===== config.mk =====
export PLATFORM = sky130hd
export DESIGN_NAME = rf_multiport
export DESIGN_NICKNAME = d
export VERILOG_FILES = /design/src/rtl/rf_multiport.sv
export SDC_FILE = /design/constraint.sdc
export NUM_CORES = 1
export LEC_CHECK = 0
export CAP_MARGIN = 10
export CELL_PAD_IN_SITES_DETAIL_PLACEMENT = 1
export CELL_PAD_IN_SITES_GLOBAL_PLACEMENT = 1
export CORE_UTILIZATION = 30
export DETAILED_ROUTE_END_ITERATION = 7
export HOLD_SLACK_MARGIN = 0.15
export MAX_ROUTING_LAYER = met4
export PLACE_DENSITY = 0.6
export SLEW_MARGIN = 15
export SYNTH_ARGS = -nofsm -noshare
export SYNTH_HDL_FRONTEND = slang
export SYNTH_SLANG_ARGS = --single-unit

===== constraint.sdc =====
create_clock -name clk -period 8.24 [get_ports clk]
set_input_delay 1.648 -clock clk [delete_from_list [all_inputs] [get_ports clk]]
set_output_delay 1.648 -clock clk [all_outputs]
set_load 0.05 [all_outputs]

===== src/rtl/rf_multiport.sv =====
// Multi-read-port register file with a post-reset zeroing sweep.
// Latency: reads return one cycle after ren; writes land at the edge where wen is high.
// Backpressure: none; wen/ren are ignored while busy (INIT sweep) is high.
module rf_multiport #(
    parameter int DATA_W   = 32,
    parameter int DEPTH    = 4,
    parameter int NUM_RD   = 2,
    parameter int ZERO_REG = 1,
    localparam int AW      = (DEPTH > 1) ? $clog2(DEPTH) : 1
) (
    input  logic                     clk,
    input  logic                     rst,
    input  logic                     wen,
    input  logic [AW-1:0]            waddr,
    input  logic [DATA_W-1:0]        wdata,
    input  logic [NUM_RD-1:0]        ren,
    input  logic [NUM_RD*AW-1:0]     raddr,
    output logic [NUM_RD*DATA_W-1:0] rdata,
    output logic [NUM_RD-1:0]        rvalid,
    output logic                     busy
);

    typedef enum logic {
        ST_INIT  = 1'b0,
        ST_READY = 1'b1
    } state_t;

    localparam logic [AW-1:0] LAST_IDX = AW'(DEPTH - 1);

    state_t            state_q, state_d;
    logic [AW-1:0]     init_cnt_q, init_cnt_d;
    logic [DATA_W-1:0] mem_q [DEPTH];
    logic              in_ready;
    logic              wr_ok;

    assign in_ready = (state_q == ST_READY);
    assign busy     = (state_q == ST_INIT);

    // Writes are dropped outside READY, beyond the last entry, and to the hardwired zero entry.
    assign wr_ok = in_ready && wen
                && (32'(waddr) < 32'(DEPTH))
                && !((ZERO_REG != 0) && (waddr == '0));

    // Next-state logic: sweep every entry once, then stay in READY until reset.
    always_comb begin
        state_d    = state_q;
        init_cnt_d = init_cnt_q;
        case (state_q)
            ST_INIT: begin
                if (init_cnt_q == LAST_IDX) begin
                    state_d = ST_READY;
                end else begin
                    init_cnt_d = init_cnt_q + 1'b1;
                end
            end
            ST_READY: begin
                state_d = ST_READY;
            end
            default: begin
                state_d    = ST_INIT;
                init_cnt_d = '0;
            end
        endcase
    end

    // Control state register; reset restarts the sweep from entry 0.
    always_ff @(posedge clk or posedge rst) begin
        if (rst) begin
            state_q    <= ST_INIT;
            init_cnt_q <= '0;
        end else begin
            state_q    <= state_d;
            init_cnt_q <= init_cnt_d;
        end
    end

    // Storage array: no reset, cleared only by the INIT sweep, otherwise written in READY.
    always_ff @(posedge clk) begin
        if (!rst && (state_q == ST_INIT)) begin
            mem_q[init_cnt_q] <= '0;
        end else if (wr_ok) begin
            mem_q[waddr] <= wdata;
        end
    end

    for (genvar g = 0; g < NUM_RD; g++) begin : g_rd
        logic [AW-1:0]     ra;
        logic [DATA_W-1:0] rd_val;
        logic [DATA_W-1:0] rdata_q, rdata_d;
        logic              rvalid_q, rvalid_d;

        assign ra = raddr[g*AW +: AW];

        // Read value: zero for out-of-range or the zero entry, write-first bypass otherwise.
        always_comb begin
            rd_val = '0;
            if ((32'(ra) < 32'(DEPTH)) && !((ZERO_REG != 0) && (ra == '0))) begin
                if (wen && (waddr == ra)) begin
                    rd_val = wdata;
                end else begin
                    rd_val = mem_q[ra];
                end
            end
        end

        // Capture a read only in READY; otherwise hold data and drop valid.
        always_comb begin
            rdata_d  = rdata_q;
            rvalid_d = 1'b0;
            if (in_ready && ren[g]) begin
                rdata_d  = rd_val;
                rvalid_d = 1'b1;
            end
        end

        // Read output registers; reset discards any in-flight read.
        always_ff @(posedge clk or posedge rst) begin
            if (rst) begin
                rdata_q  <= '0;
                rvalid_q <= 1'b0;
            end else begin
                rdata_q  <= rdata_d;
                rvalid_q <= rvalid_d;
            end
        end

        assign rdata[g*DATA_W +: DATA_W] = rdata_q;
        assign rvalid[g]                 = rvalid_q;
    end

endmodule


Word level (Yosys, flattened, before mapping)
Memory sizes are Yosys's and may differ from the RTL's.
Index checks and enable logic that the tools add are counted.

word-level totals
  register bits after elaboration = 69
  memory bits (writable) = 128
  input port bits = 43
  output and inout bits = 67
  word-level logic and storage cells = 43
  memories = 1

cells by class
  $add $sub $neg = 1
  equal/unequal tests = 3
  mux-type cells = 16
  bitwise logic cells = 2
  reduce and logical (&&, ||, !) cells = 14

memories
  memory  words  width  read ports  clocked after Yosys merged registers in  wr ports  RTL line  source
  mem_q   4      32     2           0                                        1         32        logic [DATA_W-1:0] mem_q [DEPTH];

operator list
  cell                   count
  $mux W32               5
  $reduce_or A32 Y1      1
  $mux W1                9
  $logic_and A1 B1 Y1    7
  $logic_not A2 Y1       3
  $eq A2 B2 Y1           2
  $add A2 B1 Y2 const B  1
  $eq A2 B2 Y1 const B   1
  $logic_not A1 Y1       2
  $mux W2                1
  $not A1 Y1             2
  $pmux W1 S2            1
  $reduce_and A2 Y1      1

Logic depth before layout (Yosys ltp)
Gate-level depths: netlist (run 1).

  depth after elaboration = 8
  gate-level depth with buffers = 6
  mapped depth without buffers = 3

Least setup slack after synthesis (run 1)
OpenSTA, ideal clock, no wires.

  kind = input-to-reg
  start point = input waddr[0]
  end point = memory mem_q[0][0], enable pin
  setup time = 0.421 ns
  data arrival time = 3.439 ns
  required time = 7.819 ns
  setup slack = 4.379 ns
  stages on the path = 3
  buffers on the path = 1
  cell sequence = buf_2 -> a32o_1 -> nor2_1

on the way
  cells in the longest elaborated chain, start to end = 8
  elaborated cells between the ends (all ways) = 9
  classes of those cells = mux (5); reduce/logical (4)

ends and longest elaborated chain
  item                                                 RTL line  source
  from (decl)                                          14        input logic [AW-1:0] waddr,
  $logic_not A2 Y1                                     42        && !((ZERO_REG != 0) && (waddr == '0));
  $logic_not A1 Y1                                     42
  $logic_and A1 B1 Y1                                  42
  $mux W1                                              81        end else if (wr_ok) begin
  $mux W1                                              79        if (!rst && (state_q == ST_INIT)) begin
  $mux W1 (implied by the code)                        82        mem_q[waddr] <= wdata;
  $reduce_or A32 Y1 (no line)                          -
  $mux W2 (no line) / $mux W1 (equally long branches)  -
  to (decl)                                            32

Several ways; a longest one is shown, not always the timed one.

Worst setup path in the final report (run 1)
  start point = input waddr[0]
  end point = register g_rd[0].rdata_q[18]

on the way
  cells in the longest elaborated chain, start to end = 4

ends and longest elaborated chain
  item                  RTL line  source
  $eq A2 B2 Y1          98        if (wen && (waddr == ra)) begin
  $logic_and A1 B1 Y1   98
  $mux W32              98
  $mux W32              97        if ((32'(ra) < 32'(DEPTH)) && !((ZERO_REG != 0) && (ra == '0))) begin
  to (signal assigned)  122       rdata_q <= rdata_d;
  to (decl)             89        logic [DATA_W-1:0] rdata_q, rdata_d;

No other way between the ends.
A chain may end at the register's enable or synchronous reset.

==> Flow_metrics.wiki, run 1 <==
{| class="wikitable"
! Metric !! Value
|-
| Worst hold start || g_rd[1].rdata_q[26]
|-
| Die boundary height || about 180 µm
|-
| Final setup violation count || 0
|-
| Final worst-path cycle share || between 50 and 60%
|-
| Max-cap check violation count || 0
|-
| Synth top area share || 41.25%
|-
| Worst slew pin tran || roughly 1.1 ns
|-
| Top flip-flop cell by instance count after synthesis || edfxtp_1
|-
| Maximum buffer depth of the clock tree || 2
|-
| Crit end category || flip-flop
|-
| Post-synthesis cell area || just over 9000 µm²
|-
| Detailed-route via count || approximately 6,200
|-
| Async S/R FF share, synth || around a third
|-
| Max Clk Rate || about 240 MHz
|-
| Hpwl dp || roughly 17,000 µm
|-
| Cell type contributing the most total cell area after synthesis || edfxtp_1
|-
| Count of port buffers added during placement || approximately 110
|-
| Initial DRC count || 410
|-
| Kind of start point of the critical path || primary input
|-
| Wire length per cell after detailed routing || 24.25 µm
|-
| Dominant cell by count in the synthesized netlist || nand2_1
|-
| Sequential fraction of the synthesis area || about three fifths
|-
| Clock transition at the registers of the reported paths || around 0.07 ns
|-
| Start of the worst register-to-register path || in_ready
|-
| Final period demand of the worst path || approximately 4.2 ns
|-
| Power density over cell area || 220.0 nW/µm²
|-
| Accumulated negative setup slack || 0 ns
|-
| Post-layout power || roughly 2.5 mW
|-
| Clock tree from TritonCTS || done
|-
| Category of the most critical setup path || primary input to flip-flop
|-
| Status || finished, final reports clean
|-
| Clk sink count || between 150 and 200
|-
| Total Wirelength || around 28,000 µm
|-
| Total overflow reported by the global router || 0
|-
| First-pass GRT wire length || 41,910 µm
|-
| Average instance area after synthesis || about 14 µm²
|-
| # hold bufs at CTS || 0
|-
| Total number of yosys warnings || 0
|-
| FF+latch count, synth || 197
|-
| Core Box Area || 30,590 µm²
|-
| Timing startpoint of the critical path || waddr[0]
|-
| Endpoint of the most critical register-to-register path || g_rd[0].rdata_q[13]
|-
| Initial cell density of the core || a little under a third
|-
| Placer's final routability congestion estimate || between 0.7 and 0.8
|-
| Leakage power of the design || between 3 and 4 nW
|-
| Final Net Count || between 700 and 800
|-
| Number of buffers added by the clock tree synthesis step || 17
|-
| Total die area || 31,770 µm²
|-
| Biggest fanout along the worst timing path || 33
|-
| Number of fillers in the final layout || roughly 3,100
|-
| Reg-to-reg setup timing slack || about 5.7 ns
|-
| Headroom to the max-slew limit || about a quarter
|-
| Resized Gates After CTS || 0
|-
| Maximum ir drop on the vdd rail || ~0.13 mV
|-
| EDFF count, synth || 128
|-
| Antenna Violating Nets Remaining || 0
|-
| Average vias per placed instance || between 5 and 6
|-
| Number of cells on the worst reg-to-reg path || 4
|-
| Fraction of layout cells with a size suffix above 1 || roughly 17%
|-
| Count of mapped cells out of synthesis || 653
|-
| Worst min-delay path class || flip-flop to flip-flop
|-
| Horizontal die dimension || between 150 and 200 µm
|-
| I/O pin count || between 100 and 150
|-
| RSZ-0062 raised after global routing || false
|-
| Number of max-slew violations in the final report || 0
|-
| Leading post-synthesis cells by cell area || edfxtp_1 (41%), dfrtp_1 (19%), mux4_2 (15%)
|-
| Maximum number of pins on one net before global-route repair || 70
|-
| Syn_nets || 697
|-
| Setup repair bufs after CTS || 0
|-
| DRT Pass-1 Iters || 5
|-
| Number of antenna violations at the first check in global routing || 0
|-
| Post-synthesis cell type count || 27
|-
| Skew-Pair Late Insertion Delay || between 0.4 and 0.5 ns
|-
| Worst endpoint data arrival time || ~4.5 ns
|-
| Drt drc || 0
|-
| Hold violation count in the final report || 0
|-
| Worst EP required || between 8 and 9 ns
|-
| Layout area overhead || 21.79%
|-
| Synth cell count leaders || nand2_1 (130), edfxtp_1 (128), dfrtp_1 (69)
|-
| Final worst clock skew || between 0.01 and 0.015 ns
|-
| Via count of the first global-routing pass || ~6,900
|-
| Clk Tree Root Cell || clkbuf_16
|-
| Worst setup path end || g_rd[0].rdata_q[18]
|-
| H-Tree Level Count || 4
|-
| Site row count || between 60 and 70
|-
| Number of inserted diodes || 0
|-
| Overall Global Routing Usage || approximately a fifth
|}
[metal layers]
layer	vias to the layer above	part of all wire (%)	track usage [%]
met5	-	0	-
met4	0	2.0	6.780
met3	38	4.3	2.153
met2	178	52	31.92
met1	3272	42	22.78
li1	2737	-	-
[metrics by stage]
step	std cells	cell area (µm²)	setup slack, ns	utilization (%)	hold slack (ns)
3_3_place_gp	1106	10730	3.684	35.09	0.4863
3_5_place_dp	1106	10730	3.572	35.09	0.4911
4_1_cts	1138	11350	4.030	37.10	0.5062
6_report	1138	11350	4.047	37.10	0.5030
5_1_grt	1138	11350	3.898	37.10	0.5149
2_1_floorplan	653	9318	4.379	-	0.4892
[worst max-delay path, cell delays in order]
cell,delay (ns)
clkdlybuf4s50_1,0.78
xor2_4,0.85
or3_1,0.64
buf_4,0.39
o211ai_1,0.16
[registers in the layout (all words and copies together) (netlist names)]
register       flops
init_cnt_q         2
mem_q            128
g_rd.rvalid_q      2
g_rd.rdata_q      64
in_ready           1
[how the worst min path moves through the flow]
stage / endpoint / slack, ns / cells after the start
2_1_floorplan: init_cnt_q[0] / 0.49 / 1
3_3_place_gp: g_rd[1].rdata_q[2] / 0.49 / 2
3_5_place_dp: g_rd[1].rdata_q[6] / 0.49 / 2
4_1_cts: g_rd[1].rdata_q[6] / 0.51 / 2
5_1_grt: g_rd[1].rdata_q[6] / 0.51 / 2
6_report: g_rd[1].rdata_q[26] / 0.50 / 2
[logic make-up (layout without fill, tap and decap cells)]
kind of cell / after synthesis / after routing / share of synthesized area (%)
buffers and inverters: 77 / 166 / 4.136
multiplexers: 65 / 65 / 15.59
AND/OR/NAND/NOR: 174 / 174 / 7.963
adder cells (fa/ha/maj): 1 / 1 / 0.1343
XOR/XNOR: 5 / 5 / 0.6312
AO/OA/AOI/OAI: 134 / 134 / 11.76
flip-flops: 197 / 197 / 59.78
[cells in the final DEF, fill, tap and decap left out, drive strengths merged]
cell type	Yosys	final
inv	7	9
nor3	2	2
a41oi	1	1
or3	2	2
a32oi	1	1
dfrtp	69	69
o211a	2	2
bufinv	0	4
buf	30	22
mux4	64	64
clkdlybuf4s50	0	105
clkinvlp	0	3
xor2	5	5
nor2	7	7
edfxtp	128	128
nand2	130	130
a21boi	1	1
o211ai	64	64
mux2	1	1
o311ai	64	64
and2	32	32
a32o	1	1
clkinv	0	3
clkbuf	40	20
nand3	1	1
ha	1	1
[report_power, final]
group	total [mW]	switching (mW)	internal, mW
clock	0.877	0.367	0.510
sequential	1.15	0.0352	1.11
combinational	0.473	0.316	0.157
[area by class of cell]
cell class,instances,area (µm²),share of cell area (%)
clock buffers,20,436.7,3.848
flip-flops and latches,197,5570,49.08
well taps,396,495.5,4.366
clock inverters,12,177.7,1.566
repair buffers,127,1206,10.63
multi-input cells,379,3435,30.26
inverters,7,27.53,0.2426
Power figures use the tool's default switching activity.
==> run 2, diff against run 1 <==
==> constraint.sdc (replaced) <==
create_clock -name clk -period 4 [get_ports clk]
set_input_delay 0.8 -clock clk [delete_from_list [all_inputs] [get_ports clk]]
set_output_delay 0.8 -clock clk [all_outputs]
set_load 0.05 [all_outputs]
==> run 2 against run 1 <==
Clock skew increased by 0.0062 ns. First-iteration DRC count increased by 9.8%. Power increased by 100%. Critical path type unchanged. Critical endpoint is now g_rd[1].rdata_q[21].
==> Flow_metrics.wiki, run 2 (same netlist as run 1, synthesis figures left out) <==
{| class="wikitable"
! Metric !! Value
|-
| Clock tree from TritonCTS || done (unchanged)
|-
| Layout area overhead || 22.02% (was 21.79%)
|-
| Delay of the slowest cell on the worst path || 0.82 ns (was 0.85 ns)
|-
| Kind of start point of the critical path || primary input (unchanged)
|-
| I/O pin count || 110 (unchanged)
|-
| Status || finished, final reports clean (unchanged)
|-
| Final hold slack || 0.5035 ns (was 0.5030 ns)
|-
| Max Clk Rate || between 300 and 400 MHz
|-
| Worst min-delay path class || flip-flop to flip-flop (unchanged)
|-
| Met2 layer wire length in the routed design || 14,640 µm (was 14,360 µm)
|-
| Detailed-route via count || 6,245 (was 6,225)
|-
| Drt drc || 0 (unchanged)
|-
| Fraction of layout cells with a size suffix above 1 || 18.21% (was 17.25%)
|-
| # hold bufs at CTS || 0 (unchanged)
|-
| Clock transition at the registers of the reported paths || 0.07 ns (about the same)
|-
| Register with the highest flop count || mem_q (unchanged)
|-
| Total die area || 31,770 µm² (unchanged)
|-
| Count of port buffers added during placement || 109 (unchanged)
|-
| Max-cap check violation count || 0 (unchanged)
|-
| Number of max-slew violations in the final report || 0 (unchanged)
|-
| Worst slew pin tran || 1.044 ns (was 1.119 ns)
|-
| Cell type of the slowest stage on the worst timing path || xor2_4 (unchanged)
|-
| Initial cell density of the core || 30.46% (unchanged)
|-
| Combined buffer and inverter count along the critical path || 2 (unchanged)
|-
| Horizontal die dimension || 178.2 µm (unchanged)
|-
| Headroom to the max-slew limit || 30.38% (was 25.31%)
|-
| Total Wirelength || 27,780 µm (was 27,600 µm)
|-
| Antenna Violating Nets Remaining || 0 (unchanged)
|-
| Power density over cell area || 442.9 nW/µm² (was 220.0 nW/µm²)
|-
| Wire length per cell after detailed routing || 24.28 µm (was 24.25 µm)
|-
| RSZ-0062 raised after global routing || false (unchanged)
|-
| Top sig layer || met4 (unchanged)
|-
| Hold violation count in the final report || 0 (unchanged)
|-
| Area taken by flip-flops and latches || 5570 µm² (unchanged)
|-
| Largest registers || mem_q (128), g_rd.rdata_q (64) (unchanged)
|-
| Length of routed met3 wiring || 1210 µm (was 1177 µm)
|-
| Number of buffers added by the clock tree synthesis step || 17 (unchanged)
|-
| H-Tree Level Count || 4 (unchanged)
|-
| Clk Tree Root Cell || clkbuf_16 (unchanged)
|-
| Placer's final routability congestion estimate || 0.7526 (was 0.7320)
|-
| Most used cells in the layout excluding fill and tap cells || nand2_1 (130), edfxtp_1 (128), clkdlybuf4s50_1 (105), dfrtp_1 (69) (unchanged)
|-
| Util after Layout || 37.17% (was 37.10%)
|-
| Final setup violation count || 0 (unchanged)
|-
| Crit end category || flip-flop (unchanged)
|-
| Number of fillers in the final layout || 3,165 (was 3,146)
|-
| First-pass GRT wire length || 42,510 µm (was 41,910 µm)
|-
| Leakage power of the design || 3.854 nW (was 3.833 nW)
|-
| Top cell family by delay on the critical path || buffers and inverters (unchanged)
|-
| Overall Global Routing Usage || 18.83% (was 18.67%)
|-
| Final worst-path cycle share || 78.61%
|-
| Total overflow reported by the global router || 0 (unchanged)
|-
| Resized Gates After CTS || 0 (unchanged)
|-
| Placed standard-cell area || 10,800 µm² (was 10,730 µm²)
|-
| Die boundary height || 178.2 µm (unchanged)
|-
| Maximum number of pins on one net before global-route repair || 42 (was 70)
|-
| Critical-path cell list || clkdlybuf4s50_1, xor2_4, or3_1, buf_4, o211ai_1 (unchanged)
|-
| Final worst clock skew || 0.01689 ns (was 0.01070 ns)
|-
| Hpwl dp || 17,810 µm (was 17,100 µm)
|-
| Site row count || 64 (unchanged)
|-
| Maximum buffer depth of the clock tree || 2 (unchanged)
|-
| Worst endpoint data arrival time || 3.43 ns (was 4.48 ns)
|-
| Clk sink count || 197 (unchanged)
|-
| Layout Cell Area excl Fill || 11,370 µm² (was 11,350 µm²)
|-
| Initial DRC count || 450 (was 410)
|-
| Core Box Area || 30,590 µm² (unchanged)
|-
| Maximum ir drop on the vdd rail || 0.2915 mV (was 0.1292 mV)
|-
| Wl on met1 || 11,420 µm (was 11,520 µm)
|-
| DRT Pass-1 Iters || 4 (was 5)
|-
| Final period demand of the worst path || ~3.1 ns
|-
| Biggest fanout along the worst timing path || 33 (unchanged)
|-
| Average vias per placed instance || 5.459 (was 5.470)
|-
| Accumulated negative setup slack || 0 ns (unchanged)
|-
| Multi-input gate area in the final layout || 3435 µm² (unchanged)
|-
| Final Net Count || 778 (was 773)
|-
| Commonest non-fill, non-tap cell in the layout || nand2_1 (unchanged)
|-
| Number of antenna violations at the first check in global routing || 1 (was 0)
|-
| Setup repair bufs after CTS || 0 (unchanged)
|-
| Via count of the first global-routing pass || 6,984 (was 6,946)
|-
| Category of the most critical setup path || primary input to flip-flop (unchanged)
|-
| Worst EP required || 4.29 ns (was 8.53 ns)
|-
| Max FFs per register || 128 (unchanged)
|-
| Skew-Pair Late Insertion Delay || 0.44 ns (was 0.43 ns)
|}
[run 2: changes by cell type in the layout (fill, tap and decap cells not counted)]
cell / change
inv_6: +4
buf_4: +3
bufinv_16: -3
clkinv_4: +3
buf_12: +2
clkbuf_1: -2
clkinvlp_4: -2
clkinv_1: -1
diode_2: +1
inv_8: +1
[run 2: worst min-delay path, delay by kind of cell, from the launching register on]
family	cells	cell delay, ns
AOI/OAI and AO/OA	1	0.07
and+or+nand+nor	1	0.05
DFF	1	0.35
[run 2: final cells by class]
type	instances	area share, %
Timing Repair Buffer	132	11.16
Antenna cell	1	0.02201
Clock inverter	14	1.244
Inverter	7	0.2421
Multi-Input combinational cell	379	30.21
Tap cell	396	4.358
Clock buffer	18	3.775
Sequential cell	197	48.99
[run 2: power by group]
group          internal (mW)  leakage, nW  total (mW)  switching [mW]
registers               2.29         2.11        2.36          0.0710
logic                  0.330         1.47       0.982           0.652
clock network          0.881        0.279        1.69           0.812
total                   3.50         3.85        5.04            1.53
[run 2: through the flow]
stage | std cells | setup slack, ns | total power, mW
final | 1144 | 0.8556 | 5.035
after detailed placement | 1111 | 0.3470 | 3.397
after CTS | 1143 | 0.8213 | 5.080
after global routing | 1144 | 0.7078 | 5.205
after global placement | 1111 | 0.4615 | 3.374
after floorplan | 653 | 0.9875 | 3.006
[run 2: final timing paths]
path,startpoint,to,slack [ns],cells after the start
max,waddr[0],g_rd[1].rdata_q[21],0.86,5
min,g_rd[0].rdata_q[28],g_rd[0].rdata_q[28],0.50,2
max reg2reg,in_ready,g_rd[0].rdata_q[13],1.71,4
min reg2reg,g_rd[0].rdata_q[28],g_rd[0].rdata_q[28],0.50,2
max in group asynchronous,rst,g_rd[1].rdata_q[17],2.35,3
min in group asynchronous,rst,init_cnt_q[0],0.91,2
[run 2: layer usage]
layer  vias up  track usage [%]
met5         -                -
met4         0            6.321
met3        30            2.579
met2       174            32.77
met1      3305            22.42
li1       2736                -
==> run 3, diff against run 2 <==
--- a/config.mk
+++ b/config.mk
@@ -12,7 +12,7 @@
 export DETAILED_ROUTE_END_ITERATION = 7
 export HOLD_SLACK_MARGIN = 0.15
 export MAX_ROUTING_LAYER = met4
-export PLACE_DENSITY = 0.6
+export PLACE_DENSITY = 0.62
 export SLEW_MARGIN = 15
 export SYNTH_ARGS = -nofsm -noshare
 export SYNTH_HDL_FRONTEND = slang
==> constraint.sdc (replaced) <==
create_clock -name clk -period 2.58 [get_ports clk]
set_input_delay 0.516 -clock clk [delete_from_list [all_inputs] [get_ports clk]]
set_output_delay 0.516 -clock clk [all_outputs]
set_load 0.05 [all_outputs]
==> run 3 against run 2 <==
Clock power is 58% higher. Combinational power grew 60%. Setup slack lost 0.62 ns. Die area stayed put. Global-route usage down 0.27 points. Utilization rose by 1.1 points. Via count unchanged. Sequential share of layout area fell by 1.4 points. Critical path depth up 1. Critical endpoint is now g_rd[1].rdata_q[11]. Largest cell class unchanged. Largest power group unchanged.
==> Flow_metrics.wiki, run 3 (same netlist as run 1, synthesis figures left out) <==
{| class="wikitable"
! Metric !! Value
|-
| Status || finished, final reports clean (unchanged)
|-
| Final Net Count || 800 (was 778)
|-
| Post-place setup slack || -0.2056 ns (was 0.3470 ns)
|-
| Category of the most critical setup path || primary input to flip-flop (unchanged)
|-
| Final Non-Filler Cells || 1,165 (was 1,144)
|-
| Count of placed standard cells including taps || 1,133 (was 1,111)
|-
| Number of max-slew violations in the final report || 0 (unchanged)
|-
| Clock transition at the registers of the reported paths || 0.08 ns (was 0.07 ns)
|-
| Skew-Pair Late Insertion Delay || 0.44 ns (about the same)
|-
| Layout area overhead || 25.61% (was 22.02%)
|-
| Headroom to the max-slew limit || 33.34% (was 30.38%)
|-
| Util after Layout || 38.26% (was 37.17%)
|-
| Total Wirelength || 26,960 µm (was 27,780 µm)
|-
| Number of fillers in the final layout || 3,151 (was 3,165)
|-
| Initial DRC count || 436 (was 450)
|-
| Hold violation count in the final report || 0 (unchanged)
|-
| Worst min-delay path class || flip-flop to flip-flop (unchanged)
|-
| Worst slew pin tran || 0.9983 ns (was 1.044 ns)
|-
| Drt drc || 0 (unchanged)
|-
| Cell-internal power || 5.546 mW (was 3.501 mW)
|-
| Maximum buffer depth of the clock tree || 2 (unchanged)
|-
| Site row count || 64 (unchanged)
|-
| Crit end category || flip-flop (unchanged)
|-
| Core Box Area || 30,590 µm² (unchanged)
|-
| Worst endpoint data arrival time || 2.62 ns (was 3.43 ns)
|-
| First-pass GRT wire length || 42,260 µm (was 42,510 µm)
|-
| Placer's final routability congestion estimate || 0.7815 (was 0.7526)
|-
| Crit path setup slack, layout || 0.2388 ns (was 0.8556 ns)
|-
| Number of antenna violations at the first check in global routing || 0 (was 1)
|-
| Clk Tree Root Cell || clkbuf_16 (unchanged)
|-
| Setup repair bufs after CTS || 0 (unchanged)
|-
| Register with the highest flop count || mem_q (unchanged)
|-
| H-Tree Level Count || 4 (unchanged)
|-
| Clock tree from TritonCTS || done (unchanged)
|-
| Overall Global Routing Usage || 18.56% (was 18.83%)
|-
| Flop pwr share || 46.3% (was 46.9%)
|-
| Wire length per cell after detailed routing || 23.14 µm (was 24.28 µm)
|-
| RSZ-0062 raised after global routing || false (unchanged)
|-
| Max Clk Rate || 427.1 MHz
|-
| Initial cell density of the core || 30.46% (unchanged)
|-
| Maximum number of pins on one net before global-route repair || 42 (unchanged)
|-
| DRT Pass-1 Iters || 4 (unchanged)
|-
| Part of the total power dissipated in the clock network || 33.8% (was 33.6%)
|-
| Total die area || 31,770 µm² (unchanged)
|-
| Die boundary height || 178.2 µm (unchanged)
|-
| Critical-path cell list || clkdlybuf4s50_1, buf_12, xor2_4, or3_1, buf_4, o211ai_1 (was clkdlybuf4s50_1, xor2_4, or3_1, buf_4, o211ai_1)
|-
| Switching power || 2.337 mW (was 1.534 mW)
|-
| Count of port buffers added during placement || 109 (unchanged)
|-
| Clk sink count || 197 (unchanged)
|-
| Total overflow reported by the global router || 0 (unchanged)
|-
| Antenna Violating Nets Remaining || 0 (unchanged)
|-
| Final setup violation count || 0 (unchanged)
|-
| Resized Gates After CTS || 0 (unchanged)
|-
| Most used cells in the layout excluding fill and tap cells || nand2_1 (130), edfxtp_1 (128), clkdlybuf4s50_1 (105), dfrtp_1 (69) (unchanged)
|-
| Max FFs per register || 128 (unchanged)
|-
| Largest registers || mem_q (128), g_rd.rdata_q (64) (unchanged)
|-
| Placed standard-cell area || 11,120 µm² (was 10,800 µm²)
|-
| Accumulated negative setup slack || 0 ns (unchanged)
|-
| Cell type of the slowest stage on the worst timing path || xor2_4 (unchanged)
|-
| Power density over cell area || 673.5 nW/µm² (was 442.9 nW/µm²)
|-
| Number of inserted diodes || 0 (was 1)
|-
| Final worst clock skew || 0.01591 ns (was 0.01689 ns)
|-
| Final worst-path cycle share || between 90% and 100%
|-
| Average vias per placed instance || 5.361 (was 5.459)
|-
| Number of buffers added by the clock tree synthesis step || 17 (unchanged)
|-
| Horizontal die dimension || 178.2 µm (unchanged)
|-
| Final period demand of the worst path || ~2.3 ns
|-
| # hold bufs at CTS || 0 (unchanged)
|-
| Net switching fraction of the power || 29.65% (was 30.48%)
|-
| Fraction of layout cells with a size suffix above 1 || 20.42% (was 18.21%)
|-
| Hpwl dp || 18,170 µm (was 17,810 µm)
|-
| Worst EP required || 2.86 ns (was 4.29 ns)
|-
| Max-cap check violation count || 0 (unchanged)
|-
| I/O pin count || 110 (unchanged)
|-
| Biggest fanout along the worst timing path || 33 (unchanged)
|-
| Part of the total power dissipated in combinational logic || 19.9% (was 19.5%)
|-
| Via count of the first global-routing pass || 6,794 (was 6,984)
|-
| Post-layout power || 7.883 mW (was 5.035 mW)
|-
| Detailed-route via count || 6,245 (unchanged)
|-
| Maximum ir drop on the vdd rail || 0.4847 mV (was 0.2915 mV)
|-
| Delay of the slowest cell on the worst path || 0.77 ns (was 0.82 ns)
|-
| Final hold slack || 0.4955 ns (was 0.5035 ns)
|-
| Reg-to-reg setup timing slack || 0.78 ns (was 1.71 ns)
|-
| Commonest non-fill, non-tap cell in the layout || nand2_1 (unchanged)
|-
| Kind of start point of the critical path || primary input (unchanged)
|-
| Layout Cell Area excl Fill || 11,700 µm² (was 11,370 µm²)
|-
| Leakage power of the design || 4.007 nW (was 3.854 nW)
|}
## run 3: cell count changes in the layout (fill, tap and decap cells not counted), sizes merged
cell and change:
buf +22, inv -4, bufinv +1, clkinvlp +2, clkinv +1, diode -1
## run 3: per-layer routing
| metal | part of all wire [%] | GRT usage (%) | vias to the layer above |
|---|---|---|---|
| met5 | 0 | - | - |
| met4 | 2.2 | 6.427 | 0 |
| met3 | 5.2 | 2.962 | 39 |
| met2 | 49 | 29.07 | 188 |
| met1 | 44 | 24.51 | 3237 |
| li1 | - | - | 2781 |
## run 3: layout make-up
class / instances / area (µm²) / share of cell area [%]
clock buffer: 18 / 429.2 / 3.667
clock inverter: 14 / 152.6 / 1.304
inverter: 7 / 27.53 / 0.2352
multi-input combinational: 379 / 3457 / 29.54
sequential: 197 / 5570 / 47.59
tap: 396 / 495.5 / 4.233
timing repair buffer: 154 / 1572 / 13.43
## run 3: path summary, 6_finish.rpt
path                                             to  depth (start not counted)                 from
worst max-delay path            g_rd[1].rdata_q[11]                          6             waddr[0]
worst min-delay path            g_rd[0].rdata_q[26]                          2  g_rd[0].rdata_q[26]
worst max register to register  g_rd[1].rdata_q[12]                          5             in_ready
worst min register to register  g_rd[0].rdata_q[26]                          2  g_rd[0].rdata_q[26]
max in group asynchronous       g_rd[1].rdata_q[24]                          3                  rst
min in group asynchronous       g_rd[0].rdata_q[10]                          3                  rst
## run 3: critical path: cells and delay by family
kind | cells | cell delay, ns
buffers and inverters | 3 | 0.92
XOR/XNOR | 1 | 0.77
AND/OR/NAND/NOR | 1 | 0.23
AO/OA/AOI/OAI | 1 | 0.15
## run 3: power by group through the flow
stage | Combinational (mW) | Clock (mW) | Sequential [mW]
5_1_grt | 1.67 | 2.83 | 3.67
2_1_floorplan | 0.525 | 0 | 4.14
3_3_place_gp | 1.57 | 0 | 3.71
6_report | 1.57 | 2.67 | 3.65
4_1_cts | 1.59 | 2.74 | 3.65
3_5_place_dp | 1.59 | 0 | 3.72
